`src/rtl/mem_wb_pipe_stage.sv`:
```
// MEM->WB pipeline stage with a valid/ready handshake, a 2-entry skid buffer, synchronous flush,
// a write-back data mux, x0 write suppression and a saturating retired-instruction counter.
module mem_wb_pipe_stage #(
    parameter int XLEN   = 64,
    parameter int REG_AW = 5,
    parameter int CNT_W  = 32
) (
    input  logic              clk,
    input  logic              reset,
    input  logic              flush,
    input  logic              in_valid,
    output logic              in_ready,
    input  logic              RegWrite,
    input  logic              MemtoReg,
    input  logic [XLEN-1:0]   ReadData,
    input  logic [XLEN-1:0]   ALU_result,
    input  logic [REG_AW-1:0] rd,
    output logic              out_valid,
    input  logic              out_ready,
    output logic              RegWrite_store,
    output logic              MemtoReg_store,
    output logic [XLEN-1:0]   ReadData_store,
    output logic [XLEN-1:0]   ALU_result_store,
    output logic [REG_AW-1:0] rd_store,
    output logic [XLEN-1:0]   wb_data,
    output logic [CNT_W-1:0]  retired_cnt
);

    logic              head_valid;
    logic              head_regwrite;
    logic              head_memtoreg;
    logic [XLEN-1:0]   head_readdata;
    logic [XLEN-1:0]   head_alu;
    logic [REG_AW-1:0] head_rd;

    logic              skid_valid;
    logic              skid_regwrite;
    logic              skid_memtoreg;
    logic [XLEN-1:0]   skid_readdata;
    logic [XLEN-1:0]   skid_alu;
    logic [REG_AW-1:0] skid_rd;

    logic accept;
    logic retire;

    assign in_ready  = !skid_valid;
    assign out_valid = head_valid;
    assign accept    = in_valid && in_ready;
    assign retire    = head_valid && out_ready;

    // Writes to x0 are carried through the stage but never reach the register file.
    assign RegWrite_store   = head_valid && head_regwrite && (head_rd != '0);
    assign MemtoReg_store   = head_memtoreg;
    assign ReadData_store   = head_readdata;
    assign ALU_result_store = head_alu;
    assign rd_store         = head_rd;
    assign wb_data          = head_memtoreg ? head_readdata : head_alu;

    always_ff @(posedge clk or posedge reset) begin
        if (reset) begin
            head_valid    <= 1'b0;
            head_regwrite <= 1'b0;
            head_memtoreg <= 1'b0;
            head_readdata <= '0;
            head_alu      <= '0;
            head_rd       <= '0;
            skid_valid    <= 1'b0;
            skid_regwrite <= 1'b0;
            skid_memtoreg <= 1'b0;
            skid_readdata <= '0;
            skid_alu      <= '0;
            skid_rd       <= '0;
        end else if (flush) begin
            head_valid <= 1'b0;
            skid_valid <= 1'b0;
        end else if (retire && skid_valid) begin
            head_valid    <= 1'b1;
            head_regwrite <= skid_regwrite;
            head_memtoreg <= skid_memtoreg;
            head_readdata <= skid_readdata;
            head_alu      <= skid_alu;
            head_rd       <= skid_rd;
            skid_valid    <= accept;
            if (accept) begin
                skid_regwrite <= RegWrite;
                skid_memtoreg <= MemtoReg;
                skid_readdata <= ReadData;
                skid_alu      <= ALU_result;
                skid_rd       <= rd;
            end
        end else if (retire || !head_valid) begin
            // Head is free this cycle: a new entry bypasses the skid slot.
            head_valid <= accept;
            if (accept) begin
                head_regwrite <= RegWrite;
                head_memtoreg <= MemtoReg;
                head_readdata <= ReadData;
                head_alu      <= ALU_result;
                head_rd       <= rd;
            end
        end else if (accept) begin
            skid_valid    <= 1'b1;
            skid_regwrite <= RegWrite;
            skid_memtoreg <= MemtoReg;
            skid_readdata <= ReadData;
            skid_alu      <= ALU_result;
            skid_rd       <= rd;
        end
    end

    always_ff @(posedge clk or posedge reset) begin
        if (reset) begin
            retired_cnt <= '0;
        end else if (retire && RegWrite_store && (retired_cnt != '1)) begin
            retired_cnt <= retired_cnt + 1'b1;
        end
    end

endmodule

```
`config.mk`:
```
export PLATFORM = sky130hd
export DESIGN_NAME = mem_wb_pipe_stage
export DESIGN_NICKNAME = d
export VERILOG_FILES = /design/src/rtl/mem_wb_pipe_stage.sv
export SDC_FILE = /design/constraint.sdc
export NUM_CORES = 1
export LEC_CHECK = 0
export BUFFER_PORTS_ARGS = -buffer_cell sky130_fd_sc_hd__clkbuf_2
export CORE_UTILIZATION = 40
export DETAILED_ROUTE_END_ITERATION = 12
export HOLD_SLACK_MARGIN = 0.02
export PLACE_DENSITY = 0.74
export SLEW_MARGIN = 20
export SYNTH_ARGS = -nofsm -noshare
export SYNTH_HDL_FRONTEND = slang
export SYNTH_SLANG_ARGS = --single-unit
```
`constraint.sdc`:
```
create_clock -name clk -period 9.35 [get_ports clk]
set_input_delay 0.4675 -clock clk [delete_from_list [all_inputs] [get_ports clk]]
set_output_delay 0.4675 -clock clk [all_outputs]
set_load 0.1 [all_outputs]
```
* Word level (Yosys, flattened, before mapping)
Index checks and enable logic that the tools add are counted.
Storage, ports and cells: word-level logic and storage cells 74, output and inout bits 233, input bits 140, register bits 304
Operators by class: equal/unequal tests 3, bitwise gates (word level) 1, multiplexer cells 38, reductions and logical operators 18, $add $sub $neg 1
Operator list (number):
- $mux W64 | 13
- $add A32 B1 Y32 const B | 1
- $ne A32 B32 Y1 const B | 1
- $mux W5 | 6
- $mux W1 | 19
- $logic_and A1 B1 Y1 | 7
- $reduce_bool A3 Y1 | 2
- $reduce_bool A5 Y1 | 1
- $reduce_and A2 Y1 | 2
- $reduce_bool A2 Y1 | 2
- $ne A3 B3 Y1 const B | 1
- $reduce_and A3 Y1 | 1
- $logic_not A1 Y1 | 2
- $ne A2 B2 Y1 const B | 1
- $logic_or A1 B1 Y1 | 1
- $not A1 Y1 | 1

* Logic depth before layout (Yosys ltp)
depth after elaboration 6, depth in mapped cells 8, mapped depth without buffers 6

* Worst setup path before layout
No wires, ideal clock.
kind flip-flop to output port, from register head_valid (netlist: out_valid), to output RegWrite_store, path slack 6126 ps, path buffers 1, data arrival time 2757 ps, data required time 8883 ps, stages on the path, launching flop included 4, cell sequence dfrtp_1 -> clkbuf_1 -> nand2_1 -> a21oi_1
On the way: longest elaborated chain between the ends 2
Ends and longest elaborated chain:
- start, declared | RTL line 29 | logic head_valid;
- start signal, assigned | RTL line 93 | head_valid <= accept;
- $logic_and A1 B1 Y1 (2 in series) | RTL line 52 | assign RegWrite_store = head_valid && head_regwrite && (head_rd != '0);
- end, declared | RTL line 20 | output logic RegWrite_store,
Every way passes these cells.

* Worst setup path after layout
from register head_memtoreg (netlist: MemtoReg_store), to output wb_data[41]
On the way: longest elaborated chain between the ends 1
Ends and longest elaborated chain:
- start, declared | RTL line 31 | logic head_memtoreg;
- start signal, assigned | RTL line 79 | head_memtoreg <= skid_memtoreg;
- start signal, assigned | RTL line 96 | head_memtoreg <= MemtoReg;
- $mux W64 | RTL line 57 | assign wb_data = head_memtoreg ? head_readdata : head_alu;
- end, declared | RTL line 25 | output logic [XLEN-1:0] wb_data,
Every way passes these cells.

==> flow_summary_export.csv <==
group,metric,value,unit
yosys,synthArstFlopShare,1.00,
die,start_util,0.405,
detailed_routing,final_antenna_net_count,0,
global_route,grt_antenna_before_repair,0,
yosys,syn_nets,1259,
detailed_routing,drtIter0Drc,483,
clock_network,cts_buffers,35,
min_path,worstHoldPathType,"primary input to asynchronous set/reset pin",
yosys,synth.distinct_cells,34,
detailed_routing,dr.pass1.iters,5,
yosys,ys_ff_latch,304,
clock_network,cts_setup_buffers,0,
clock_network,htree_levels,2,
detailed_routing,wl,32300,um
clock_network,clkLatencyLatePin,0.50,ns
timing,maxSlewViolCount,0,
placement,gp_congestion,0.816,
timing,max_slew_margin,0.350,
yosys,yosysTopAreaCell,"dfrtp_1",
timing,max_freq,324,MHz
timing,setup_slack,6.27,ns
setup_path,critPathCaptureType,"primary output",
global_route,grt_max_degree,271,
clock_network,cts_resized,0,
clock_network,tritoncts,"done",
die,die_area,0.0346,mm2
detailed_routing,vias,9859,
pwr,p_leak,8.74,nW
global_route,grt_usage,0.184,
pwr,total_power,5.66,mW
timing,hold_viol,0,
clock_network,clk_pin_slew,0.05,ns
timing,skew,0.0118,ns
cells_and_area,most-common-layout-cells,"372 x clkbuf_2, 303 x dfrtp_1, 200 x mux2_2",
cells_and_area,synthToLayoutAreaGrowth,25.5,%
die,io_pins,373,
detailed_routing,vias_per_cell,5.08,
die,core_area,0.0334,mm2
yosys,yosysWarnings,0,
global_route,grt_pass1_wl,50400,um
timing,rsz0062_at_grt,"false",
yosys,avgSynthCellArea,12.1,um2
setup_path,start_kind,"flop",
pwr,p_per_area,333,mW/mm2
placement,hpwl,21400,um
global_route,grt-ovfl-total,0,
timing,setup_viol,0,
setup_path,required,8.88,ns
setup_path,path_class,"flop to primary output",
cells_and_area,nets,1606,
clock_network,cts_root_buffer,"clkbuf_16",
timing,fin_crit,3.08,ns
cells_and_area,drive_gt1_frac,0.429,
placement,io_buffers,372,
detailed_routing,wl_met3,1680,um
die,die_h,186,um
status,status,"finished, final reports clean",
clock_network,cts.sinks,304,
yosys,synth_ff_type,"dfrtp_1",
setup_path,cp.arrival,2.61,ns
timing,whs,0.140,ns
flow_run,cap_violations,0,
timing,tightestPinTransition,0.975,ns
detailed_routing,remaining_drc_errors,0,
detailed_routing,wl_per_cell,16.7,um
clock_network,cts_buffer_depth,3,
die,die_w,186,um
yosys,yosysSeqAreaShare,0.561,
die,rows,67,
yosys,synth_area,0.0136,mm2
clock_network,cts_hold_buf,0,
yosys,synth_edf_count,0,
placement,pre_cts_ws,6.57,ns
yosys,synth_area_leaders,"dfrtp_1 56%, mux2_2 17%, mux2i_1 10%, a21oi_1 5.2%, nor2_1 4.0%",
detailed_routing,drt-met1-wl,13800,um
timing,period_share,0.330,
detailed_routing,top_layer,"met4",
pwr,vdd_ir_drop_max,0.000219,V
detailed_routing,dr_wl_met2,15900,um
setup_path,worstPathMaxFanout,49,
timing,setup-tns-final,0,ns
yosys,synth_top_area_frac,0.561,
cells_and_area,n_antenna_cell,0,
global_route,grt_pass1_vias,9654,
yosys,syn_inst,1118,
cells_and_area,layout_commonest_cell,"clkbuf_2",
[worst paths after layout]
kind / start / end / slack [ns] / cells past startpoint
setup / recovery: MemtoReg_store / wb_data[41] / 6.27 / 3
hold / removal: reset / ALU_result_store[30] / 0.14 / 2
setup reg to reg: out_valid / ReadData_store[33] / 6.70 / 4
hold reg to reg: retired_cnt[23] / retired_cnt[23] / 0.49 / 1
max in group asynchronous: reset / retired_cnt[22] / 7.75 / 3
min in group clk: flush / out_valid / 0.21 / 2
[synthesized netlist by cell type (all sizes together) (2+ instances only)]
cell,instances
nor4,8
nand4,14
and3,3
xor2,13
or4,3
nand4b,2
and4,4
clkbuf,59
xnor2,17
nor2,145
dfrtp,304
nor3,11
inv,5
buf,11
nand2,14
and2,2
mux2i,135
mux2,201
a21oi,140
nand3,20
[stage by stage]
stage | utilization | cells | area, um2
after floorplan | - | 1118 | 13600
after global placement | 0.473 | 1875 | 15800
after detailed placement | 0.473 | 1875 | 15800
after CTS | 0.507 | 1938 | 17000
after global routing | 0.508 | 1939 | 17000
final | 0.508 | 1939 | 17000
[cell families after synthesis]
| kind of cell | after synthesis | share of synthesized area |
|---|---|---|
| AOI/OAI and AO/OA | 144 | 0.0538 |
| xor gates and xnor gates | 30 | 0.0194 |
| adders and majority gates | 1 | 0.000923 |
| buffers and inverters | 75 | 0.0216 |
| DFF | 304 | 0.561 |
| muxes | 336 | 0.267 |
| and+or+nand+nor | 228 | 0.0763 |
[final cells by class]
class                           instances  area (um2)
Clock buffer                           52        1020
Clock inverter                         11         140
Fill cell                            2986       16400
Inverter                                5        26.3
Multi-Input combinational cell        739        5680
Sequential cell                       304        7610
Tap cell                              448         561
Timing Repair Buffer                  380        1970
[registers in the layout (all words and copies together) (netlist names), 5 cells and up]
signal / count
skid_rd: 5
retired_cnt: 32
skid_alu: 64
ReadData_store: 64
skid_readdata: 64
ALU_result_store: 64
rd_store: 5
[report_power, final]
part | switching, mW | total, mW | internal (mW) | leakage (nW)
Clock | 0.530 | 1.37 | 0.843 | 0.574
Combinational | 2.00 | 2.46 | 0.455 | 4.57
Sequential | 0.217 | 1.83 | 1.62 | 3.60
[critical path, stage by stage, from the launching register on]
cell and delay [ns]:
dfrtp_2 0.62, buf_4 0.67, mux2_2 0.41, clkbuf_2 0.37
[per-layer routing]
layer  up-vias  GRT usage
met1      4863      0.239
met5         -          0
met2       279      0.301
met3        64     0.0376
met4         0     0.0698
li1       4653          -
No activity file was read; power rests on OpenSTA's default activity.
